### config.mk
export PLATFORM = sky130hd
export DESIGN_NAME = adc_cmd_sequencer
export DESIGN_NICKNAME = d
export VERILOG_FILES = /design/src/rtl/adc_cmd_sequencer.sv
export SDC_FILE = /design/constraint.sdc
export NUM_CORES = 1
export LEC_CHECK = 0
export BUFFER_PORTS_ARGS = -buffer_cell sky130_fd_sc_hd__buf_2
export CAP_MARGIN = 20
export CORE_UTILIZATION = 50
export DETAILED_ROUTE_END_ITERATION = 16
export PLACE_DENSITY = 0.79
export SLEW_MARGIN = 40
export SYNTH_ARGS = -nofsm -noshare
export SYNTH_HDL_FRONTEND = slang
export SYNTH_SLANG_ARGS = --single-unit
### constraint.sdc
create_clock -name clk -period 2.55 [get_ports clk]
set_input_delay 0.51 -clock clk [delete_from_list [all_inputs] [get_ports clk]]
set_output_delay 0.51 -clock clk [all_outputs]
set_load 0.05 [all_outputs]
### src/rtl/adc_cmd_sequencer.sv
// adc_cmd_sequencer
// Emits one Avalon-ST packet of ADC conversion commands per accepted
// trigger, reading beats from a small programmable command table.
// Each table entry is {tag[1:0], adc_select[4:0]}.
//
// Output handshake: a beat transfers on a rising edge where
// STout_valid and STout_ready are both high. STout_valid and all other
// STout_* signals come straight from flops, so valid never depends
// combinationally on ready. While valid is high and ready is low, every
// STout_* output holds its value until the beat is taken.
module adc_cmd_sequencer #(
  parameter int MAX_CMDS = 8,
  parameter int ADDR_W   = 3
) (
  input  logic              clk,
  input  logic              reset,
  input  logic              trigger,
  input  logic [ADDR_W:0]   cfg_len,
  input  logic              cfg_wr,
  input  logic [ADDR_W-1:0] cfg_addr,
  input  logic [6:0]        cfg_data,
  output logic              STout_valid,
  input  logic              STout_ready,
  output logic              STout_startofpacket,
  output logic              STout_endofpacket,
  output logic [4:0]        STout_data,
  output logic [1:0]        STout_channel,
  output logic              busy,
  output logic [7:0]        overrun_count,
  output logic              state_dbg
);

  typedef enum logic [0:0] {
    IDLE = 1'b0,
    SEND = 1'b1
  } state_t;

  localparam logic [ADDR_W:0] MAX_LEN = (ADDR_W + 1)'(MAX_CMDS);

  state_t            state_q;
  state_t            state_d;
  logic [6:0]        table_q [MAX_CMDS];
  logic [ADDR_W-1:0] index_q;
  logic [ADDR_W-1:0] index_next;
  logic [ADDR_W:0]   len_q;
  logic [ADDR_W:0]   eff_len;
  logic              sop_q;
  logic              eop_q;
  logic [4:0]        data_q;
  logic [1:0]        chan_q;
  logic [7:0]        overrun_q;
  logic              start_burst;
  logic              advance_beat;
  logic              finish_burst;
  logic              last_beat;
  logic              next_is_last;

  // Requested lengths beyond the table depth replay the whole table once.
  assign eff_len      = (cfg_len > MAX_LEN) ? MAX_LEN : cfg_len;
  assign index_next   = index_q + 1'b1;
  assign last_beat    = ({1'b0, index_q} == (len_q - 1'b1));
  assign next_is_last = ({1'b0, index_next} == (len_q - 1'b1));

  // The FSM state flop doubles as the valid and busy outputs.
  assign STout_valid         = (state_q == SEND);
  assign busy                = (state_q == SEND);
  assign state_dbg           = state_q;
  assign STout_startofpacket = sop_q;
  assign STout_endofpacket   = eop_q;
  assign STout_data          = data_q;
  assign STout_channel       = chan_q;
  assign overrun_count       = overrun_q;

  // State register.
  always_ff @(posedge clk) begin
    if (reset) begin
      state_q <= IDLE;
    end else begin
      state_q <= state_d;
    end
  end

  // Next-state logic and the per-cycle datapath strobes.
  always_comb begin
    state_d      = state_q;
    start_burst  = 1'b0;
    advance_beat = 1'b0;
    finish_burst = 1'b0;
    case (state_q)
      IDLE: begin
        // A zero-length trigger is silently ignored.
        if (trigger && (eff_len != '0)) begin
          state_d     = SEND;
          start_burst = 1'b1;
        end
      end
      SEND: begin
        if (STout_ready) begin
          if (last_beat) begin
            state_d      = IDLE;
            finish_burst = 1'b1;
          end else begin
            advance_beat = 1'b1;
          end
        end
      end
      default: state_d = IDLE;
    endcase
  end

  // Command table: writable only while idle so a burst always sees a
  // consistent table; a write just before a trigger lands in time.
  always_ff @(posedge clk) begin
    if (reset) begin
      for (int i = 0; i < MAX_CMDS; i++) begin
        table_q[i] <= '0;
      end
    end else if (cfg_wr && (state_q == IDLE)) begin
      table_q[cfg_addr] <= cfg_data;
    end
  end

  // Output beat registers: load entry 0 on start, next entry on each
  // accepted non-final beat, clear once the final beat is taken.
  always_ff @(posedge clk) begin
    if (reset) begin
      index_q <= '0;
      len_q   <= '0;
      sop_q   <= 1'b0;
      eop_q   <= 1'b0;
      data_q  <= '0;
      chan_q  <= '0;
    end else if (start_burst) begin
      index_q <= '0;
      len_q   <= eff_len;
      sop_q   <= 1'b1;
      eop_q   <= (eff_len == {{ADDR_W{1'b0}}, 1'b1});
      chan_q  <= table_q[0][6:5];
      data_q  <= table_q[0][4:0];
    end else if (advance_beat) begin
      index_q <= index_next;
      sop_q   <= 1'b0;
      eop_q   <= next_is_last;
      chan_q  <= table_q[index_next][6:5];
      data_q  <= table_q[index_next][4:0];
    end else if (finish_burst) begin
      index_q <= '0;
      sop_q   <= 1'b0;
      eop_q   <= 1'b0;
      chan_q  <= '0;
      data_q  <= '0;
    end
  end

  // Saturating count of triggers that arrive while a burst is in flight,
  // including the cycle whose edge takes the final beat.
  always_ff @(posedge clk) begin
    if (reset) begin
      overrun_q <= '0;
    end else if (trigger && (state_q != IDLE) && (overrun_q != 8'hff)) begin
      overrun_q <= overrun_q + 8'd1;
    end
  end

endmodule

Yosys cells after proc, flatten, opt, wreduce, memory -nomap -nowiden

Memories as Yosys holds them, arrays and structs flattened.
Index checks and enable logic that the tools add are counted.

Add/subtract/negate cells: 3
Magnitude comparators: 1
Eq/ne operators: 4
Multiplexer cells: 32
Bitwise operators: 1
Reduce and logical (&&, ||, !) cells: 9

Operators with widths:

| operator              | count |
|---|---|
| $mux W1               | 20 |
| $mux W5               | 3 |
| $mux W3               | 3 |
| $add A8 B1 Y8 const B | 1 |
| $eq A3 B4 Y1          | 2 |
| $ne A8 B8 Y1 const B  | 1 |
| $mux W7               | 1 |
| $reduce_or A7 Y1      | 1 |
| $mux W2               | 3 |
| $eq A4 B1 Y1 const B  | 1 |
| $gt A4 B4 Y1 const B  | 1 |
| $logic_and A1 B1 Y1   | 4 |
| $mux W4               | 1 |
| $reduce_bool A4 Y1    | 1 |
| $sub A4 B1 Y4 const B | 1 |
| $add A3 B1 Y3 const B | 1 |
| $reduce_bool A3 Y1    | 1 |
| $pmux W1 S2           | 1 |
| $reduce_bool A2 Y1    | 1 |
| $reduce_or A2 Y1      | 1 |
| $not A1 Y1            | 1 |

Flip-flop bits (word level): 25
Memory bits (writable): 56
Input port bits: 19
Output and inout port bits: 20
Word-level logic and storage cells: 59
Memories kept: 1

Memory list:

| name    | depth | bits a word | read ports | clocked after Yosys merged registers in | write ports | RTL line | RTL |
|---|---|---|---|---|---|---|---|
| table_q | 8     | 7           | 2          | 0                                       | 8           | 42       | `logic [6:0] table_q [MAX_CMDS];` |

Longest topological paths before layout

Gate-level depths: netlist of the first run.

Word-level depth: 8
Mapped depth: 6
Mapped depth without buffers: 6

Least setup slack after synthesis of the first run

Ideal clock, no wire load.

Path kind: input to register
Start point: in cfg_len[2]
End point: reg eop_q, in the netlist STout_endofpacket
Setup time: 136 ps
Arrival: 1,869 ps
Slack: 545 ps
Stages on the path: 6
Path buffers: 2
Cells stage by stage: or4_1 clkbuf_1 and2_1 clkbuf_1 o31ai_1 a211oi_2

Word-level cells in the longest chain between the ends: 7

RTL lines:

| item                                                           | RTL line | RTL |
|---|---|---|
| from (decl)                                                    | 18       | `input logic [ADDR_W:0] cfg_len,` |
| $gt A4 B4 Y1                                                   | 59       | `assign eff_len = (cfg_len > MAX_LEN) ? MAX_LEN : cfg_len;` |
| $mux W4 (*)                                                    | 59       |  |
| $reduce_bool A4 Y1                                             | 92       | `if (trigger && (eff_len != '0)) begin` |
| $logic_and A1 B1 Y1                                            | 92       |  |
| $mux W1                                                        | 92       |  |
| $mux W1                                                        | 89       | `case (state_q)` |
| $reduce_bool A3 Y1 (no source line) or $mux W1 (tied branches) | --       |  |
| to (signal assigned)                                           | 137      | `eop_q <= (eff_len == {{ADDR_W{1'b0}}, 1'b1});` |
| to (signal assigned)                                           | 143      | `eop_q <= next_is_last;` |
| to (decl)                                                      | 48       | `logic eop_q;` |

Mark *: on every way between the ends. The rest lies on a longest branch, timed or not.
A chain may end at the register's enable or synchronous reset.

Worst setup path after layout of the first run

Start point: reg len_q[0]
End point: reg data_q[3], in the netlist STout_data[3]

Word-level cells in the longest chain between the ends: 7

RTL lines:

| item                   | RTL line | RTL |
|---|---|---|
| from (decl)            | 45       | `logic [ADDR_W:0] len_q;` |
| from (signal assigned) | 135      | `len_q <= eff_len;` |
| $sub A4 B1 Y4 (*)      | 61       | `assign last_beat = ({1'b0, index_q} == (len_q - 1'b1));` |
| $eq A3 B4 Y1 (*)       | 61       |  |
| $mux W1                | 99       | `if (last_beat) begin` |
| $mux W1                | 98       | `if (STout_ready) begin` |
| $mux W1                | 89       |  |
| $mux W5                | 140      | `end else if (advance_beat) begin` |
| $mux W5                | 133      | `end else if (start_burst) begin` |
| to (signal assigned)   | 139      | `data_q <= table_q[0][4:0];` |
| to (signal assigned)   | 145      | `data_q <= table_q[index_next][4:0];` |
| to (decl)              | 49       | `logic [4:0] data_q;` |

Marks and branches as above.

==> metrics.md, run 1 <==
| Metric | Value |
|---|---|
| Max Fanout on Critical Path | `7` |
| CP cell instances | `inv_1 -> ha_1 -> xor2_1 -> nand3_1 -> o211ai_1 -> o22ai_1` |
| H-tree levels | `3` |
| CTS Root Cell | `clkbuf_8` |
| Worst EP required | `2.76 ns` |
| Clock Latency Late Sink | `0.36 ns` |
| Minimum clock period | `2.02 ns` |
| Number of detailed-route iterations in the first pass | `4` |
| Initial antenna violation count | `0` |
| Die H | `89.5 um` |
| Crit path launch type | `flop` |
| Initial core utilization | `52.2%` |
| Setup TNS | `0 ns` |
| Count of different cell masters after synthesis | `40` |
| Post-synth net total | `330` |
| Grt ovf | `0` |
| Most common cell after layout, fill and taps aside | `and2_1` |
| Rows | `31` |
| Max IR drop VDD | `0.290 mV` |
| CTS sink cnt | `81` |
| Worst path slowest cell | `o211ai_1` |
| 1st-iter DRT viols | `167` |
| Post-synthesis average cell area | `12.4 um^2` |
| Total Routing Usage GR | `22.0%` |
| Antenna Cells | `0` |
| Pin count of the biggest net entering global routing | `31` |
| Core area | `7330 um^2` |
| Max frequency | `0.494 GHz` |
| Synth Register Bits | `81` |
| Synth warn | `0` |
| TritonCTS Buffers | `9` |
| Number of hold violations in the final report | `0` |
| Critical path type | `reg2reg` |
| Cells after Synth | `308` |
| Syn Std Cell Area | `3830 um^2` |
| Pwr Total | `2850 uW` |
| Final ANT Viol Nets | `0` |
| Commonest cells after routing, fill and taps aside | `and2_1 (58), edfxtp_1 (56), buf_2 (38), dfxtp_1 (25), a21oi_1 (18)` |
| Ports | `39` |
| CTS max path bufs | `2` |
| Sequential fraction of the synthesis area | `57.0%` |
| Die X | `89.5 um` |
| Setup Fix Bufs, Post-CTS | `0` |
| Dominant cell type by area after synthesis | `edfxtp_1` |
| Cts repair resizes | `0` |
| Outcome | `finished clean` |
| Vias in the first global route | `2421` |
| Die footprint | `8010 um^2` |
| Max Cap Viol | `0` |
| Layer with the highest usage | `met2` |
| Dominant cells by area after synthesis | `edfxtp_1 (44%), dfxtp_1 (13%), and2_1 (9.5%), mux4_2 (8.2%), a21oi_1 (2.4%)` |
| Worst min path class | `in2reg` |
| RSZ-0062 raised after global routing | `no` |
| Layout area overhead | `15.0%` |
| Total number of vias | `2519` |
| First-pass GRT wire length | `12400 um` |
| Final period util | `79.4%` |
| Hpwl dp | `5720 um` |
| Headroom to the max-slew limit | `58.0%` |
| Skew final | `0.0125 ns` |
| Routed len/inst | `17.5 um` |
| CP top delay family | `compound AO/OA/AOI/OAI gates` |
| Vias per inst | `5.48` |
| Layout Nets | `378` |
| Max-slew violation count | `0` |
| Peak per-stage delay on the critical path | `0.58 ns` |
| Layout cells sized above 1 | `24.4%` |
| Hold_buf cts | `0` |
| Routability cong. | `0.789` |
| CTS tree | `built` |
| Overall routed net length | `8030 um` |
| Met3 global-route usage | `5.63%` |
| Met2 Use GR | `35.6%` |
| PD cells | `648 nW/um^2` |
| I/O Buffers | `38` |
| Critical Path Sink Type | `flop` |
| Clock transition at the registers of the reported paths | `0.09 ns` |
| Leakage power | `0.00165 uW` |
| WP buf/inv | `1` |
| DRC Markers | `0` |
| Worst-margin pin slew | `0.628 ns` |
| Final Util | `60.1%` |
| Critical Path AT | `2.23 ns` |
| Yosys top cell area share | `43.9%` |
| Final setup fails | `0` |
| Met1 global-route usage | `29.3%` |
[registers in the layout (all words and copies together) (netlist names)]
register,cells
len_q,4
table_q,56
STout_channel,2
STout_valid,1
overrun_count,8
STout_data,5
index_q,3
STout_startofpacket,1
STout_endofpacket,1
[synth_stat cells, drive strengths merged]
| master | count |
|---|---|
| a211oi | 8 |
| a21oi | 18 |
| a22o | 1 |
| a22oi | 1 |
| a311oi | 1 |
| a41o | 1 |
| and2 | 58 |
| and4 | 2 |
| buf | 5 |
| clkbuf | 9 |
| dfxtp | 25 |
| edfxtp | 56 |
| ha | 3 |
| inv | 12 |
| mux2i | 8 |
| mux4 | 14 |
| nand2 | 13 |
| nand2b | 4 |
| nand3 | 4 |
| nand4 | 1 |
| nor2 | 11 |
| nor2b | 3 |
| nor3 | 3 |
| nor3b | 3 |
| o211ai | 3 |
| o21ai | 5 |
| o22ai | 8 |
| o31ai | 4 |
| or2 | 8 |
| or3 | 3 |
| or4 | 3 |
| xnor2 | 3 |
| xnor3 | 1 |
| xor2 | 6 |
[through the flow]
stage | cell area, um^2 | hold WS, ns | cells | setup slack, ns
after floorplan | 3830 | 0.458 | 308 | 0.545
after global placement | 4180 | 0.441 | 444 | 0.423
after detailed placement | 4180 | 0.468 | 444 | 0.387
after CTS | 4400 | 0.376 | 460 | 0.529
after global routing | 4400 | 0.388 | 460 | 0.377
final | 4400 | 0.385 | 460 | 0.527
[cells by family (layout without fill, tap and decap cells)]
family                     after synthesis  count (layout)  share of synthesized area, %
buffers and inverters                   26              79                          2.78
xor gates and xnor gates                10              10                          3.14
AOI/OAI and AO/OA                       50              50                          8.30
adders and majority gates                3               3                         0.980
DFF                                     81              81                          57.0
muxes                                   22              22                          10.3
and+or+nand+nor                        116             116                          17.5
[final cells by class]
type | count | area, um^2
tap | 99 | 124
clock inverter | 7 | 101
inverter | 12 | 45.0
timing repair buffer | 51 | 288
multi-input combinational | 201 | 1540
fill | 597 | 2930
clock buffer | 9 | 124
sequential | 81 | 2180
[power breakdown]
part / switching (uW) / internal [uW] / total [uW]
combinational: 189 / 105 / 294
sequential: 33.7 / 1460 / 1500
clock: 503 / 564 / 1070
[final timing paths]
kind,startpoint,slack [ns],to,depth (start not counted)
max,len_q[0]$_SDFFE_PP0P_,0.53,STout_data[3]$_SDFFE_PP0P_,6
min,cfg_len[0],0.39,len_q[0]$_SDFFE_PP0P_,3
max reg2reg,len_q[0]$_SDFFE_PP0P_,0.53,STout_data[3]$_SDFFE_PP0P_,6
min reg2reg,STout_startofpacket$_SDFFE_PP0P_,0.49,STout_startofpacket$_SDFFE_PP0P_,2
[metal layers]
layer | share of wire, % | vias up
li1 | - | 1222
met1 | 47 | 1231
met2 | 48 | 56
met3 | 3.9 | 10
met4 | 1.6 | 0
met5 | 0 | -
[tightest hold or removal path, delay by kind of cell]
kind                   cells  cell delay (ns)
and+or+nand+nor            1             0.05
AOI/OAI and AO/OA          1             0.07
buffers and inverters      1             0.08
Note: power is estimated with default switching activity, not from simulation.
==> inputs of run 2 (changes only) <==
- clock period: 2.55 -> 1.9 ns (I/O delays scaled with it)
==> run 2 against run 1 <==
Effect of this change: clock skew shrank 0.0027 ns; critical path depth shrank 1; largest power group unchanged; highest routed layer unchanged; critical path type unchanged; worst hold slack lost 0.14 ns.
==> metrics.md, run 2 (synthesized netlist as in run 1, its figures left out) <==
| Metric | Value |
|---|---|
| Layout area overhead | `16.0%` |
| Final period util | `90.5% (+11 points)` |
| Max Cap Viol | `0 (unchanged)` |
| Total Routing Usage GR | `21.4% (-0.64 points)` |
| Ports | `39 (unchanged)` |
| First-pass GRT wire length | `12100 um (-1.8%)` |
| Final setup fails | `0 (unchanged)` |
| Critical Path Sink Type | `flop` |
| Outcome | `finished clean` |
| CTS max path bufs | `2 (unchanged)` |
| Worst-margin pin slew | `0.525 ns (-0.103 ns)` |
| Most flop-heavy register | `table_q` |
| CTS Root Cell | `clkbuf_8` |
| Max IR drop VDD | `0.374 mV (+29%)` |
| Number of hold violations in the final report | `0 (unchanged)` |
| Vias per inst | `5.50 (+0.51%)` |
| Core area | `7330 um^2 (unchanged)` |
| WP buf/inv | `1 (unchanged)` |
| TritonCTS Buffers | `9 (unchanged)` |
| Final ANT Viol Nets | `0 (unchanged)` |
| Routed len/inst | `16.8 um (-3.9%)` |
| Worst EP required | `2.18 ns (-0.58 ns)` |
| Hold_buf cts | `0 (unchanged)` |
| Max reg flops | `56 (unchanged)` |
| Critical Path AT | `2.00 ns (-0.23 ns)` |
| CTS tree | `built` |
| CTS sink cnt | `81 (unchanged)` |
| Die footprint | `8010 um^2 (unchanged)` |
| Minimum clock period | `1.72 ns (-0.304 ns)` |
| Max frequency | `0.582 GHz (+18%)` |
| Initial antenna violation count | `0 (unchanged)` |
| Most common cell after layout, fill and taps aside | `and2_1` |
| Peak per-stage delay on the critical path | `0.50 ns (-0.08 ns)` |
| Clock Latency Late Sink | `0.36 ns (about the same)` |
| Total number of vias | `2576 (+2.3%)` |
| Sw power | `958 uW (+32%)` |
| Clock transition at the registers of the reported paths | `0.08 ns (about the same)` |
| Headroom to the max-slew limit | `64.9% (+6.9 points)` |
| CP top delay family | `simple AND/OR/NAND/NOR gates` |
| Worst min path class | `in2reg` |
| Leakage power | `0.00167 uW (+1.2%)` |
| Vias in the first global route | `2442 (+0.87%)` |
| Setup TNS | `0 ns (unchanged)` |
| DRC Markers | `0 (unchanged)` |
| Max Fanout on Critical Path | `3 (-4)` |
| Layout Nets | `386 (+2.1%)` |
| Clock share of power | `34.6% (-2.7 points)` |
| P_int | `2730 uW (+28%)` |
| Critical path type | `reg2reg` |
| H-tree levels | `3 (unchanged)` |
| Overall routed net length | `7860 um (-2.2%)` |
| Hpwl dp | `5710 um (-0.10%)` |
| Layout cells sized above 1 | `26.6% (+2.2 points)` |
| Grt ovf | `0 (unchanged)` |
| I/O Buffers | `38 (unchanged)` |
| Die H | `89.5 um (unchanged)` |
| Antenna Cells | `0 (unchanged)` |
| Sw frac | `26.0% (+0.58 points)` |
| Combinational power share | `11.0% (+0.7 points)` |
| RSZ-0062 raised after global routing | `no` |
| Seq pwr share | `54.4% (+2.0 points)` |
| Crit path launch type | `flop` |
| Number of detailed-route iterations in the first pass | `4 (unchanged)` |
| Max-slew violation count | `0 (unchanged)` |
| Die X | `89.5 um (unchanged)` |
| Pin count of the biggest net entering global routing | `31 (unchanged)` |
| PD cells | `829 nW/um^2 (+28%)` |
| 1st-iter DRT viols | `120 (-28%)` |
| Hold WS | `0.249 ns (-0.137 ns)` |
| Routability cong. | `0.781 (-1.1%)` |
| Rows | `31 (unchanged)` |
| Final Util | `60.6% (+0.53 points)` |
| Initial core utilization | `52.2% (unchanged)` |
| Skew final | `0.00977 ns (-0.00274 ns)` |
| Worst path slowest cell | `or4_1` |
| Commonest cells after routing, fill and taps aside | `and2_1 (58), edfxtp_1 (56), buf_2 (38), dfxtp_1 (24), buf_4 (21)` |
| CP cell instances | `inv_1 -> ha_1 -> xnor2_1 -> or4_1 -> a211oi_2` |
## run 2: changes by cell type in the layout (fill, tap and decap cells not counted), sizes merged
| cell | before | now |
|---|---|---|
| buf | 51 | 59 |
| bufinv | 2 | 1 |
| clkinv | 2 | 3 |
| clkinvlp | 0 | 1 |
| inv | 15 | 14 |
## run 2: power groups by stage
stage / Clock (uW) / Sequential [uW] / Combinational (uW)
2_1_floorplan: 0 / 2090 / 220
4_1_cts: 1300 / 2000 / 407
6_report: 1280 / 2000 / 406
3_5_place_dp: 0 / 2040 / 405
3_3_place_gp: 0 / 2040 / 395
5_1_grt: 1350 / 2010 / 440
## run 2: layout make-up
cell class / instances / area [um^2]
clock buffer: 9 / 124
clock inverter: 7 / 76.3
fill: 593 / 2890
inverter: 12 / 45.0
multi-input combinational: 201 / 1540
sequential: 81 / 2180
tap: 99 / 124
timing repair buffer: 59 / 348
## run 2: final timing paths
| check | start | end | slack, ns | cells past startpoint |
|---|---|---|---|---|
| worst min-delay path | cfg_len[0] | len_q[0]$_SDFFE_PP0P_ | 0.25 | 3 |
| worst max register to register | len_q[0]$_SDFFE_PP0P_ | STout_endofpacket$_SDFFE_PP0P_ | 0.18 | 5 |
| worst max-delay path | len_q[0]$_SDFFE_PP0P_ | STout_endofpacket$_SDFFE_PP0P_ | 0.18 | 5 |
| worst min register to register | STout_startofpacket$_SDFFE_PP0P_ | STout_startofpacket$_SDFFE_PP0P_ | 0.47 | 2 |
## run 2: stage by stage
step	setup WS [ns]	cells	total power (uW)	area (um^2)
finish	0.181	468	3690	4440
global route	0.0769	468	3800	4440
CTS	0.0522	467	3710	4430
detailed placement	0.0562	451	2450	4230
global placement	0.0883	451	2440	4230
floorplan	0.00662	308	2310	3830
## run 2: timing repair
action | CTS | global route
endpoints found under the setup margin | 0 | 8
gates resized for setup | 0 | 1
setup buffers | 0 | 1
## run 2: worst min-delay path: stages
cell and delay (ns):
buf_2 0.09, nand2_1 0.04, o21ai_1 0.06
## run 2: metal layers
| metal | global-route usage [%] | vias to the layer above | part of all wire, % |
|---|---|---|---|
| li1 | - | 1240 | - |
| met1 | 28.7 | 1248 | 47 |
| met2 | 35.0 | 78 | 47 |
| met3 | 3.05 | 10 | 3.9 |
| met4 | 9.09 | 0 | 1.8 |
| met5 | 0 | - | 0 |
==> inputs of run 3 (changes only) <==
- CORE_UTILIZATION: 50 -> 40
- PLACE_DENSITY: 0.79 -> 0.68
==> run 3 against run 2 <==
Effect of this change: sequential power barely moved; largest power group unchanged; register-to-register slack lost 0.09 ns; fmax fell by 4.8%; worst setup slack got worse by 0.087 ns; count of clock-buffer cells in the layout unchanged; non-clock buffer count is 4 higher; utilization fell by 11 points; clock power increased by 12%; highest routed layer unchanged; clock skew decreased by 0.00086 ns; critical path depth rose by 1; final cell count rose by 7.3%; routed wire length is 4.9% higher.
==> metrics.md, run 3 (synthesized netlist as in run 1, its figures left out) <==
| Metric | Value |
|---|---|
| Outcome | `finished clean` |
| Critical Path Sink Type | `flop` |
| Crit path launch type | `flop` |
| Critical Path AT | `2.05 ns (+0.05 ns)` |
| Die H | `99.8 um (+12%)` |
| Commonest cells after routing, fill and taps aside | `and2_1 (58), edfxtp_1 (56), buf_2 (38), dfxtp_1 (24), buf_4 (24)` |
| Leakage power | `0.00171 uW (+2.1%)` |
| Final period util | `95.1% (+4.6 points)` |
| TritonCTS Buffers | `9 (unchanged)` |
| Worst-margin pin slew | `0.531 ns (+0.00606 ns)` |
| First-pass GRT wire length | `12900 um (+6.5%)` |
| Max Cap Viol | `0 (unchanged)` |
| Routability cong. | `0.805 (+3.1%)` |
| Routed len/inst | `16.4 um (-2.2%)` |
| CP top delay family | `multiplexers` |
| Hpwl dp | `5890 um (+3.0%)` |
| Critical path type | `reg2reg` |
| Die X | `99.8 um (+12%)` |
| Grt ovf | `0 (unchanged)` |
| Total number of vias | `2577 (+0.039%)` |
| CTS Root Cell | `clkbuf_8` |
| Headroom to the max-slew limit | `64.5% (-0.41 points)` |
| Clock Latency Late Sink | `0.36 ns (about the same)` |
| Number of detailed-route iterations in the first pass | `4 (unchanged)` |
| CTS max path bufs | `2 (unchanged)` |
| 1st-iter DRT viols | `141 (+18%)` |
| Vias per inst | `5.13 (-6.7%)` |
| Initial core utilization | `41.4% (-11 points)` |
| Layout Nets | `390 (+1.0%)` |
| Max IR drop VDD | `0.329 mV (-12%)` |
| Hold_buf cts | `0 (unchanged)` |
| H-tree levels | `3 (unchanged)` |
| Rows | `35 (+13%)` |
| Most common cell after layout, fill and taps aside | `and2_1` |
| CTS tree | `built` |
| Peak per-stage delay on the critical path | `0.38 ns (-0.12 ns)` |
| Max reg flops | `56 (unchanged)` |
| Worst path slowest cell | `ha_1` |
| Clock transition at the registers of the reported paths | `0.09 ns (about the same)` |
| WP buf/inv | `2 (+1)` |
| Layout cells sized above 1 | `27.3% (+0.79 points)` |
| Pin count of the biggest net entering global routing | `31 (unchanged)` |
| Max-slew violation count | `0 (unchanged)` |
| Max frequency | `0.554 GHz (-4.8%)` |
| Overall routed net length | `8240 um (+4.9%)` |
| Ports | `39 (unchanged)` |
| RSZ-0062 raised after global routing | `no` |
| Setup Fix Bufs, Post-CTS | `1 (+1)` |
| Layout area overhead | `18.7%` |
| Final Worst Setup Slack | `0.0935 ns (-0.0871 ns)` |
| Setup TNS | `0 ns (unchanged)` |
| Minimum clock period | `1.81 ns (+0.0871 ns)` |
| Pre-CTS WS | `0.0212 ns (-0.0350 ns)` |
| Cts repair resizes | `0 (unchanged)` |
| Final setup fails | `0 (unchanged)` |
| Total Routing Usage GR | `17.5% (-3.8 points)` |
| Number of hold violations in the final report | `0 (unchanged)` |
| Core area | `9240 um^2 (+26%)` |
| Skew final | `0.00891 ns (-0.000859 ns)` |
| CTS sink cnt | `81 (unchanged)` |
| Final ANT Viol Nets | `0 (unchanged)` |
| Most flop-heavy register | `table_q` |
| Die footprint | `9970 um^2 (+24%)` |
| Initial antenna violation count | `0 (unchanged)` |
| DRC Markers | `0 (unchanged)` |
| CP cell instances | `ha_1 -> buf_12 -> buf_4 -> mux4_2 -> mux2i_1 -> o22ai_1` |
| Antenna Cells | `0 (unchanged)` |
| PD cells | `845 nW/um^2 (+1.9%)` |
| Worst min path class | `in2reg` |
| Worst EP required | `2.14 ns (-0.04 ns)` |
| Max Fanout on Critical Path | `7 (+4)` |
| I/O Buffers | `38 (unchanged)` |
| Vias in the first global route | `2503 (+2.5%)` |
[run 3: cell count changes in the layout (fill, tap and decap cells not counted), sizes merged]
cell,previous run,this run
clkinvlp,1,2
buf,59,63
bufinv,1,2
clkinv,3,1
[run 3: path summary, 6_finish.rpt]
check | start | end | slack, ns | cells past startpoint
worst max-delay path | index_q[0]$_SDFFE_PP0P_ | STout_channel[1]$_SDFFE_PP0P_ | 0.09 | 6
worst max register to register | index_q[0]$_SDFFE_PP0P_ | STout_channel[1]$_SDFFE_PP0P_ | 0.09 | 6
worst min register to register | STout_startofpacket$_SDFFE_PP0P_ | STout_startofpacket$_SDFFE_PP0P_ | 0.47 | 2
worst min-delay path | cfg_len[0] | len_q[0]$_SDFFE_PP0P_ | 0.26 | 3
[run 3: worst reg2reg max path, cell delays in order, from the launching register on]
cell     delay, ns
dfxtp_1       0.32
ha_1          0.38
buf_12        0.15
buf_4         0.16
mux4_2        0.33
mux2i_1       0.22
o22ai_1       0.11
[run 3: final cells by class]
type / instances / area [um^2]
inverter: 12 / 45.0
clock inverter: 7 / 101
tap: 129 / 161
multi-input combinational: 201 / 1540
timing repair buffer: 63 / 390
fill: 826 / 4690
clock buffer: 9 / 124
sequential: 81 / 2180
[run 3: through the flow]
step | instances | hold WS (ns) | total power (uW) | utilization (%) | instance area [um^2]
2_1_floorplan | 308 | 0.458 | 2310 | - | 3830
3_3_place_gp | 485 | 0.440 | 2450 | 46.7 | 4310
3_5_place_dp | 485 | 0.455 | 2460 | 46.7 | 4310
4_1_cts | 502 | 0.254 | 3860 | 49.2 | 4550
5_1_grt | 502 | 0.279 | 3970 | 49.2 | 4550
6_report | 502 | 0.261 | 3840 | 49.2 | 4550
[run 3: per-layer routing]
metal	vias up	part of all wire [%]	GRT usage [%]
met5	-	0	0
met4	0	1.1	6.79
met3	7	4.4	2.65
met2	74	48	29.0
met1	1247	46	23.4
li1	1249	-	-
[run 3: where the power goes]
group          leakage, uW  switching (uW)  internal, uW
logic             0.000827             262           153
clock network     0.000106             676           751
registers         0.000774            37.7          1960
total              0.00171             976          2870
